### config.mk
export PLATFORM = sky130hd
export DESIGN_NAME = rr_arb_mux
export DESIGN_NICKNAME = d
export VERILOG_FILES = /design/src/rtl/rr_arb_mux_pkg.sv /design/src/rtl/rr_arb_mux_grant.sv /design/src/rtl/rr_arb_mux.sv
export SDC_FILE = /design/constraint.sdc
export NUM_CORES = 1
export LEC_CHECK = 0
export ABC_AREA = 1
export ABC_CLOCK_PERIOD_IN_PS = 5900
export CAP_MARGIN = 5
export CORE_MARGIN = 1
export CORE_UTILIZATION = 65
export CTS_CLUSTER_SIZE = 12
export DETAILED_ROUTE_END_ITERATION = 7
export DONT_BUFFER_PORTS = 1
export PLACE_DENSITY = 0.88
export SYNTH_ARGS = -nofsm -noshare
export SYNTH_HDL_FRONTEND = slang
export SYNTH_SLANG_ARGS = --single-unit
### constraint.sdc
create_clock -name CLK -period 5.9 [get_ports CLK]
set_clock_uncertainty 0.2 [all_clocks]
set_input_delay 1.475 -clock CLK [delete_from_list [all_inputs] [get_ports CLK]]
set_output_delay 1.475 -clock CLK [all_outputs]
set_load 0.01 [all_outputs]
### src/rtl/rr_arb_mux_pkg.sv
// ============================================================================
//  rr_arb_mux_pkg
//  Shared arbitration-mode constants and index-width helper for rr_arb_mux.
//  Revision: 1.0
// ============================================================================
`default_nettype none

package rr_arb_mux_pkg;

  localparam int ARB_FIXED = 0;
  localparam int ARB_RR    = 1;

  // Smallest w such that 2**w >= v; used to size channel indices.
  function automatic int clog2(input int v);
    int r;
    r = 0;
    for (int i = 0; i < 31; i++) begin
      if ((1 << i) < v) r = i + 1;
    end
    return r;
  endfunction

endpackage

`default_nettype wire

### src/rtl/rr_arb_mux_grant.sv
// ============================================================================
//  rr_arb_grant
//  Combinational grant logic: round-robin from a pointer, or lowest index wins.
//  Revision: 1.0
// ============================================================================
`default_nettype none

module rr_arb_grant
  import rr_arb_mux_pkg::*;
#(
  parameter int M  = 4,
  parameter int SW = 2,
  parameter int RR = ARB_RR
) (
  input  logic [M-1:0]  req,
  input  logic [SW-1:0] ptr,
  output logic [M-1:0]  gnt,
  output logic [SW-1:0] idx,
  output logic          any_req
);

  logic found;
  int   cand;

  always_comb begin
    gnt   = '0;
    idx   = '0;
    found = 1'b0;
    cand  = 0;
    for (int k = 0; k < M; k++) begin
      // ptr is always < M, so one conditional subtraction wraps the search.
      cand = (RR == ARB_RR) ? int'(ptr) + k : k;
      if (cand >= M) cand = cand - M;
      if (!found && req[cand]) begin
        found     = 1'b1;
        gnt[cand] = 1'b1;
        idx       = SW'(cand);
      end
    end
  end

  assign any_req = |req;

endmodule

`default_nettype wire

### src/rtl/rr_arb_mux.sv
// ============================================================================
//  rr_arb_mux
//  M-to-1 valid/ready channel mux with round-robin or fixed-priority
//  arbitration and a one-entry registered output stage.
//  Revision: 1.0
// ============================================================================
`default_nettype none

module rr_arb_mux
  import rr_arb_mux_pkg::*;
#(
  parameter int N  = 32,
  parameter int M  = 4,
  parameter int SW = 2,
  parameter int RR = ARB_RR
) (
  input  logic           CLK,
  input  logic           RST,
  input  logic [M*N-1:0] IN_DATA,
  input  logic [M-1:0]   IN_VALID,
  output logic [M-1:0]   IN_READY,
  output logic [N-1:0]   OUT_DATA,
  output logic [SW-1:0]  OUT_SEL,
  output logic           OUT_VALID,
  input  logic           OUT_READY
);

  logic [M-1:0]  gnt;
  logic [SW-1:0] gnt_idx;
  logic          any_req;
  logic          load;
  logic          xfer;
  logic [N-1:0]  win_data;

  logic [SW-1:0] ptr_d,       ptr_q;
  logic [N-1:0]  out_data_d,  out_data_q;
  logic [SW-1:0] out_sel_d,   out_sel_q;
  logic          out_valid_d, out_valid_q;

  rr_arb_grant #(
    .M  (M),
    .SW (SW),
    .RR (RR)
  ) u_grant (
    .req     (IN_VALID),
    .ptr     (ptr_q),
    .gnt     (gnt),
    .idx     (gnt_idx),
    .any_req (any_req)
  );

  // The slot may accept a new word when empty or draining this same cycle.
  assign load     = ~out_valid_q | OUT_READY;
  assign xfer     = load & any_req & ~RST;
  assign IN_READY = {M{xfer}} & gnt;

  always_comb begin
    win_data = '0;
    for (int i = 0; i < M; i++) begin
      win_data = win_data | ({N{gnt[i]}} & IN_DATA[i*N +: N]);
    end
  end

  always_comb begin
    ptr_d       = ptr_q;
    out_data_d  = out_data_q;
    out_sel_d   = out_sel_q;
    out_valid_d = out_valid_q;
    if (load) begin
      out_valid_d = any_req;
      if (any_req) begin
        out_data_d = win_data;
        out_sel_d  = gnt_idx;
        if (RR == ARB_RR) begin
          ptr_d = (int'(gnt_idx) == M - 1) ? '0 : gnt_idx + SW'(1);
        end
      end
    end
  end

  always_ff @(posedge CLK or posedge RST) begin
    if (RST) begin
      ptr_q       <= '0;
      out_data_q  <= '0;
      out_sel_q   <= '0;
      out_valid_q <= 1'b0;
    end else begin
      ptr_q       <= ptr_d;
      out_data_q  <= out_data_d;
      out_sel_q   <= out_sel_d;
      out_valid_q <= out_valid_d;
    end
  end

  assign OUT_DATA  = out_data_q;
  assign OUT_SEL   = out_sel_q;
  assign OUT_VALID = out_valid_q;

  // Indices >= M exist only when M is not a power of two and must never occur.
  always_ff @(posedge CLK) begin
    if (!RST) begin
      assert (SW == clog2(M));
      assert (int'(ptr_q) < M);
      assert (int'(out_sel_q) < M);
      assert (!any_req || int'(gnt_idx) < M);
    end
  end

endmodule

`default_nettype wire

==> impl_metrics.ini, run 1 <==
[pwr]
p_clk_frac = 0.081
leakage_nw = 1.50
power_frac_seq = 0.268
combPwrFrac = 0.650
internal_power_mw = 0.916
swShare = 0.564
p_sw_mw = 1.19
max-vdd-ir-drop_mv = 0.457
p_per_area_nw_per_um2 = 719

[place]
place.gp.congestion = 0.853
dp.cells = 489
dpl_worst_slack_ns = 1.25
port-buffer-count = 0
dp_hpwl_mm = 4.89

[worst_setup_path]
path_class = in -> out
arrival_ns = 2.99
cp-start-kind = input port
cp_cell_sequence = inv_1, nand2_1, nand3_4, nand2_4, nor2_4, nand3_2, nand3_2, nand2_1, inv_1
r2r-end = OUT_DATA[21]
setup.worst_path.end_class = primary output
path_max_fanout = 33
cp_slowest_stage_delay_ns = 0.51
r2r_cells = 12
slowest_stage = nand3_2
rrSetupSlack_ns = 2.79
cp.required_ns = 4.22

[synth]
yosys-top-cells-area = dfrtp_1 31%, nand2_1 23%, nor2_1 11%
ys_seq_elements = 37
yosysMostFrequentCell = nand2_1
synthDominantCellAreaShare = 0.315
synth_top_area_cell = dfrtp_1
synth.avg_cell_area_um2 = 6.45
netlist_area_um2 = 2940
async_flop_share = 1.00
synth-seq-area-share = 0.315
syn_nets = 595
synth_edf_count = 0
ys_types = 23
synth.cells.most_frequent = 180 x nand2_1, 89 x nor2_1, 41 x nand3_1, 37 x dfrtp_1, 22 x nand2_2
ys.flop_type = dfrtp_1
yosys_warnings = 0
netlist_instances = 456

[cells_and_area]
diodes = 0
areaGrowthSynthToFinish_pct = -0.723
final_cells = 497
drive_gt1_frac = 0.148
final_nets = 583

[clock_tree]
cts.hold.buffers_added = 0
post-cts-setup-buffer-count = 0
ctsRootBufferMaster = clkbuf_8
htreeDepth = 2
cts.sinks = 37
path_clk_slew_ns = 0.08
cts_tree = built
cts_buffer_depth = 2
ctsResizeCount = 0
clk-insertion-delay-late_ns = 0.29
cts_buffers = 5

[grt]
grt-ovfl-total = 0
grt_max_degree = 66
grt_antenna_before_repair = 0
track_usage = 0.290
grt_pass1_wl_mm = 11.4
grt_pass1_vias = 2637

[hold_path]
hold_start = OUT_SEL[0]
hp-class = reg -> reg
timing.hold.worst_path_depth = 2
whs_endpoint = OUT_SEL[0]

[timing]
layout_min_cycle_time_ns = 4.67
worst_pin_slew_ns = 0.978
rsz0062_at_grt = false
fin_setup_tns_ns = 0
relSlewSlack = 0.347
fmax_mhz = 214
fin_ws_ns = 1.23
setup_viol = 0
post-route-period-util = 0.791
slew_viol_final = 0
hold_viol = 0

[detailed_routing]
avgRoutedWirePerCell_um = 13.7
route.detailed.drc = 0
antenna_left = 0
vias_per_cell = 5.54
dr.pass1.iters = 4
vias = 2752
drtIter0Drc = 140
wl_mm = 6.80

[floorplanning]
rows = 24
die-area_um2 = 4800
die_w_um = 69.3
die_h_um = 69.3
core_um2 = 4350
start_util = 0.676
io_pins = 174

[run]
drv_cap = 0

[status]
status = completed
## metrics by stage
stage | power [mW] | hold slack, ns | utilization | cell area [um^2]
6_report | 2.10 | 0.360 | 0.671 | 2920
5_1_grt | 2.31 | 0.375 | 0.671 | 2920
4_1_cts | 2.11 | 0.359 | 0.671 | 2920
3_5_place_dp | 1.93 | 0.339 | 0.652 | 2840
3_3_place_gp | 1.88 | 0.340 | 0.652 | 2840
2_1_floorplan | 1.82 | 0.316 | - | 2940
## cells by family (layout without fill, tap and decap cells)
| kind of cell | count (synthesis) | count (layout) | share of synthesized area |
|---|---|---|---|
| AO/OA/AOI/OAI | 11 | 11 | 0.0234 |
| flip-flops | 37 | 37 | 0.315 |
| adder cells (fa/ha/maj) | 4 | 4 | 0.0170 |
| buffers and inverters | 39 | 28 | 0.0884 |
| AND/OR/NAND/NOR | 365 | 365 | 0.557 |
## power groups by stage
stage | clock network (mW) | logic, mW | registers [mW]
global placement | 0 | 1.31 | 0.567
detailed placement | 0 | 1.36 | 0.570
global route | 0.184 | 1.55 | 0.579
floorplan | 0 | 1.29 | 0.524
CTS | 0.175 | 1.37 | 0.565
finish | 0.170 | 1.37 | 0.564
## final cells by class
cell class | count | area [um^2]
multi-input cells | 380 | 1760
fillers | 406 | 1430
repair buffers | 3 | 22.5
clock inverters | 2 | 10.0
well taps | 52 | 65.1
flip-flops and latches | 37 | 926
clock buffers | 6 | 72.6
inverters | 17 | 68.8
## critical path: cells and delay by family
family                 cells  cell delay (ns)
and+or+nand+nor            7             1.31
buffers and inverters      2             0.19
## how the worst max path moves through the flow
stage                     slack (ns)        start  cells past startpoint          end
after floorplan                 1.69  IN_VALID[3]                     11  IN_READY[3]
after CTS                       1.25  IN_VALID[3]                      9  IN_READY[0]
final                           1.23  IN_VALID[3]                      9  IN_READY[0]
after detailed placement        1.25  IN_VALID[2]                      9  IN_READY[0]
after global routing            1.06  IN_VALID[3]                      9  IN_READY[0]
after global placement          1.33  IN_VALID[3]                      9  IN_READY[0]
## cell usage in the layout (no fill, tap or decap)
cell type | Yosys | routed
a21boi_0 | 4 | 4
a21oi_1 | 3 | 3
a21oi_2 | 1 | 1
buf_4 | 2 | 3
clkbuf_1 | 6 | 1
clkbuf_8 | 0 | 5
clkinv_2 | 0 | 2
dfrtp_1 | 37 | 37
ha_1 | 4 | 4
inv_1 | 16 | 15
inv_2 | 0 | 1
inv_6 | 1 | 1
nand2_1 | 180 | 180
nand2_2 | 22 | 22
nand2_4 | 2 | 2
nand3_1 | 41 | 41
nand3_2 | 11 | 11
nand3_4 | 2 | 2
nand4_1 | 2 | 2
nor2_1 | 89 | 89
nor2_2 | 15 | 15
nor2_4 | 1 | 1
o21ai_0 | 3 | 3
## sequential cells by signal, summed over array words and instances (netlist names), named ones only
name and count:
OUT_DATA 32, OUT_SEL 2, OUT_VALID 1, ptr_q 1
## per-layer routing
| layer | routed length (um) | track usage | vias to the layer above |
|---|---|---|---|
| met2 | 3510 | 0.522 | 108 |
| met1 | 2770 | 0.330 | 1258 |
| met5 | 0 | 0 | - |
| li1 | - | - | 1377 |
| met3 | 427 | 0.0552 | 9 |
| met4 | 95 | 0.134 | 0 |
Note: power is estimated with default switching activity, not from simulation.
==> run 2, diff against run 1 <==
- ABC_CLOCK_PERIOD_IN_PS: 5900 -> 4600
- CORE_UTILIZATION: 65 -> 64
- PLACE_DENSITY: 0.88 -> 0.87
- clock period: 5.9 -> 4.6 ns (I/O delays scaled with it)
==> run 2 against run 1 <==
  * Register-to-register slack lost 1.1 ns
  * Total power up 33%
  * Setup slack lost 0.38 ns
  * Critical path type is now reg -> out
  * Largest power group unchanged
  * Highest routed layer unchanged
==> impl_metrics.ini, run 2 (same netlist as run 1, synthesis figures left out) <==
[worst_setup_path]
cp_slowest_stage_delay_ns = 0.61
r2r-end = OUT_DATA[13]
setup.worst_path.end_class = primary output
r2r_cells = 13
slowest_stage = dfrtp_1
cp_cell_sequence = inv_6, ha_1, inv_1, nand3_1, nand2_1, nor2_4, nand3_1, nand3_4, nand2_1, inv_1
cp_top_family = simple AND/OR/NAND/NOR gates
path_buf_inv = 3
path_max_fanout = 12
path_class = reg -> out
arrival_ns = 2.40
rrSetupSlack_ns = 1.65
cp.required_ns = 3.25
cp-start-kind = flip-flop

[timing]
layout_min_cycle_time_ns = 3.75
fin_setup_tns_ns = 0
setup_viol = 0
rsz0062_at_grt = false
slew_viol_final = 0
hold_viol = 0
relSlewSlack = 0.327
post-route-period-util = 0.816
worst_pin_slew_ns = 1.01
fmax_mhz = 267
fin_ws_ns = 0.849

[clock_tree]
path_clk_slew_ns = 0.08
clk-insertion-delay-late_ns = 0.29
cts.sinks = 37
cts.hold.buffers_added = 0
cts_buffer_depth = 2
ctsResizeCount = 0
post-cts-setup-buffer-count = 0
htreeDepth = 2
ctsRootBufferMaster = clkbuf_8
cts_tree = built
cts_buffers = 5

[pwr]
p_total_mw = 2.80
max-vdd-ir-drop_mv = 0.655
p_per_area_nw_per_um2 = 944
leakage_nw = 1.53

[detailed_routing]
route.detailed.drc = 0
wl_mm = 7.04
dr.pass1.iters = 4
avgRoutedWirePerCell_um = 14.1
antenna_left = 0
vias = 2729
vias_per_cell = 5.47
drtIter0Drc = 138

[hold_path]
timing.hold.worst_path_depth = 2
hold_start = OUT_SEL[0]
whs_endpoint = OUT_SEL[0]
hp-class = reg -> reg

[place]
dpl_worst_slack_ns = 0.977
dp_hpwl_mm = 5.29
placed_area_um2 = 2850
port-buffer-count = 0
place.gp.congestion = 0.828

[run]
drv_cap = 0

[cells_and_area]
final_area_um2 = 2970
diodes = 0
layout_common_cells = 180 x nand2_1, 89 x nor2_1, 41 x nand3_1
fin_util = 0.678
multi_input_area_um2 = 1760
drive_gt1_frac = 0.152
regArea_um2 = 926
largest_register_ff_count = 32
areaGrowthSynthToFinish_pct = 0.935
n_fill_cell = 417
final_nets = 585
final_common_cell = nand2_1

[grt]
grt_pass1_vias = 2664
grt_pass1_wl_mm = 11.8
grt-ovfl-total = 0
grt_max_degree = 66
grt_antenna_before_repair = 0
track_usage = 0.300

[floorplanning]
rows = 24
core_um2 = 4380
die_w_um = 69.8
die-area_um2 = 4870
io_pins = 174
die_h_um = 69.8
start_util = 0.671

[status]
status = completed
## run 2: layout make-up
| cell class | instances | area share |
|---|---|---|
| Clock buffer | 7 | 0.0291 |
| Multi-Input combinational cell | 380 | 0.591 |
| Timing Repair Buffer | 5 | 0.0126 |
| Clock inverter | 1 | 0.0101 |
| Sequential cell | 37 | 0.312 |
| Tap cell | 52 | 0.0219 |
| Inverter | 17 | 0.0232 |
## run 2: per-stage QoR
stage / std cells / hold WS, ns
floorplan: 456 / 0.316
global placement: 491 / 0.338
detailed placement: 491 / 0.343
CTS: 499 / 0.363
global route: 499 / 0.407
finish: 499 / 0.354
## run 2: worst max-delay path by stage
stage,from,end,slack [ns],depth (start not counted)
3_3_place_gp,IN_VALID[3],IN_READY[3],1.04,9
4_1_cts,flip-flop,IN_READY[3],0.85,10
6_report,flip-flop,IN_READY[3],0.85,10
3_5_place_dp,IN_VALID[3],IN_READY[3],0.98,9
2_1_floorplan,IN_VALID[3],IN_READY[3],1.04,11
5_1_grt,flip-flop,IN_READY[3],0.62,10
## run 2: power by group
part	total (mW)	switching [mW]	leakage [nW]	internal, mW
Sequential	0.722	0.220	0.431	0.502
Combinational	1.79	1.21	1.04	0.585
Clock	0.289	0.113	0.0585	0.177
## run 2: per-layer routing
| layer | global-route usage | vias to the layer above | wire (um) |
|---|---|---|---|
| met5 | 0 | - | 0 |
| met4 | 0.133 | 0 | 152 |
| met3 | 0.0669 | 15 | 499 |
| met2 | 0.538 | 110 | 3630 |
| met1 | 0.336 | 1222 | 2760 |
| li1 | - | 1382 | - |
## run 2: worst min-delay path, stage by stage, from the launching register on
cell and delay (ns):
dfrtp_1 0.40, nand2_1 0.07, nand2_1 0.06
==> run 3, diff against run 2 <==
- ABC_CLOCK_PERIOD_IN_PS: 4600 -> 3500
- clock period: 4.6 -> 3.5 ns (I/O delays scaled with it)
==> run 3 against run 2 <==
  * Total power is 31% higher
  * Critical path depth is 1 higher
  * Highest routed layer unchanged
  * Sequential share of layout area is 0.21 points lower
==> impl_metrics.ini, run 3 (same netlist as run 1, synthesis figures left out) <==
[worst_setup_path]
path_class = reg -> out
cp_slowest_stage_delay_ns = 0.48
arrival_ns = 2.29
r2r_cells = 14
rrSetupSlack_ns = 0.63
cp.required_ns = 2.42
crit_path_frequent_cell = inv_1
cp-start-kind = flip-flop
r2r-end = OUT_DATA[13]
path_max_fanout = 6
setup.worst_path.end_class = primary output
slowest_stage = dfrtp_1
cp_top_family = simple AND/OR/NAND/NOR gates
cp_cell_sequence = inv_1, ha_1, inv_1, nand3_1, nand2_1, nor2_4, buf_4, nand3_2, nand3_4, nand2_1, inv_1
timing.rr.start = ptr_q[1]
path_buf_inv = 4

[cells_and_area]
largest_register_ff_count = 32
regArea_um2 = 927
final_common_cell = nand2_1
final_nets = 590
diodes = 0
layout_common_cells = 180 x nand2_1, 89 x nor2_1, 41 x nand3_1
areaGrowthSynthToFinish_pct = 1.74
drive_gt1_frac = 0.166
multi_input_area_um2 = 1760
n_fill_cell = 408

[clock_tree]
clk-insertion-delay-late_ns = 0.28
ctsRootBufferMaster = clkbuf_8
cts_buffers = 5
cts.sinks = 37
cts_buffer_depth = 2
cts_tree = built
htreeDepth = 2
path_clk_slew_ns = 0.08

[hold_path]
timing.hold.worst_path_depth = 2
hold_start = OUT_SEL[0]
whs_endpoint = OUT_SEL[0]
hp-class = reg -> reg

[timing]
fin_setup_tns_ns = 0
fmax_mhz = 297
relSlewSlack = 0.471
post-route-period-util = 0.961
slew_viol_final = 0
setup_viol = 0
hold_ws_ns = 0.374
layout_min_cycle_time_ns = 3.36
worst_pin_slew_ns = 0.793
hold_viol = 0

[place]
place.gp.congestion = 0.958
port-buffer-count = 0
dp_hpwl_mm = 5.29

[detailed_routing]
antenna_left = 0
route.detailed.drc = 0
drtIter0Drc = 131
avgRoutedWirePerCell_um = 13.8
wl_mm = 6.95
dr.pass1.iters = 4
vias_per_cell = 5.51
vias = 2777

[floorplanning]
io_pins = 174
die_h_um = 69.8
core_um2 = 4380
die-area_um2 = 4870
start_util = 0.671
die_w_um = 69.8
rows = 24

[pwr]
max-vdd-ir-drop_mv = 0.739
leakage_nw = 1.55
p_per_area_nw_per_um2 = 1230
p_total_mw = 3.68

[status]
status = completed

[grt]
use_met1 = 0.318
met3_usage = 0.0581
grt_pass1_vias = 2662
grt_antenna_before_repair = 0
grt_pass1_wl_mm = 11.3
grt_max_degree = 34
grt_util_met2 = 0.505
track_usage = 0.286
grt_busiest_layer = met2
grt-ovfl-total = 0

[run]
drv_cap = 0
==> run 3: power by group <==
part           total (mW)  switching [mW]  internal [mW]
sequential          0.952           0.290          0.662
clock               0.320           0.142          0.178
combinational        2.41            1.59          0.813
total                3.68            2.02           1.65
==> run 3: worst max path at each step <==
stage	startpoint	end	slack (ns)	cells past startpoint
3_5_place_dp	flip-flop	IN_READY[3]	0.37	10
2_1_floorplan	flip-flop	IN_READY[3]	0.46	14
6_report	ptr_q[1]	IN_READY[3]	0.14	11
5_1_grt	ptr_q[1]	IN_READY[3]	-0.01	11
4_1_cts	flip-flop	IN_READY[3]	0.06	10
3_3_place_gp	flip-flop	IN_READY[3]	0.49	10
==> run 3: layer usage <==
metal,vias up,wire [um]
met5,-,0
met4,0,301
met3,26,519
met2,131,3420
met1,1224,2710
li1,1396,-
==> run 3: stage by stage <==
stage	cells	utilization	cell area [um^2]	setup WS (ns)
2_1_floorplan	456	-	2940	0.463
3_3_place_gp	493	0.654	2870	0.492
3_5_place_dp	493	0.654	2870	0.367
4_1_cts	501	0.678	2970	0.0606
5_1_grt	504	0.683	2990	-0.0131
6_report	504	0.683	2990	0.136
==> run 3: worst reg2reg max path, cell delays in order, from the launching register on <==
cell	delay, ns
dfrtp_1	0.48
inv_1	0.17
ha_1	0.41
inv_1	0.09
nand3_1	0.09
nand2_1	0.09
nor2_4	0.18
buf_4	0.16
nand3_2	0.09
nand3_2	0.10
buf_4	0.35
nand2_1	0.18
nand3_2	0.10
nor2_2	0.04
nor2_2	0.07
==> run 3: cell type report <==
type,instances,share of cell area
multi-input combinational,380,0.587
sequential,37,0.310
clock buffer,7,0.0322
timing repair buffer,10,0.0251
inverter,17,0.0230
tap,52,0.0217
clock inverter,1,0.00167
==> run 3: repair_timing <==
item                                    in CTS  in global routing
buffers inserted                             0                  3
hold buffers                                 0                  0
endpoints found under the setup margin       0                  4
resized for setup                            0                  1
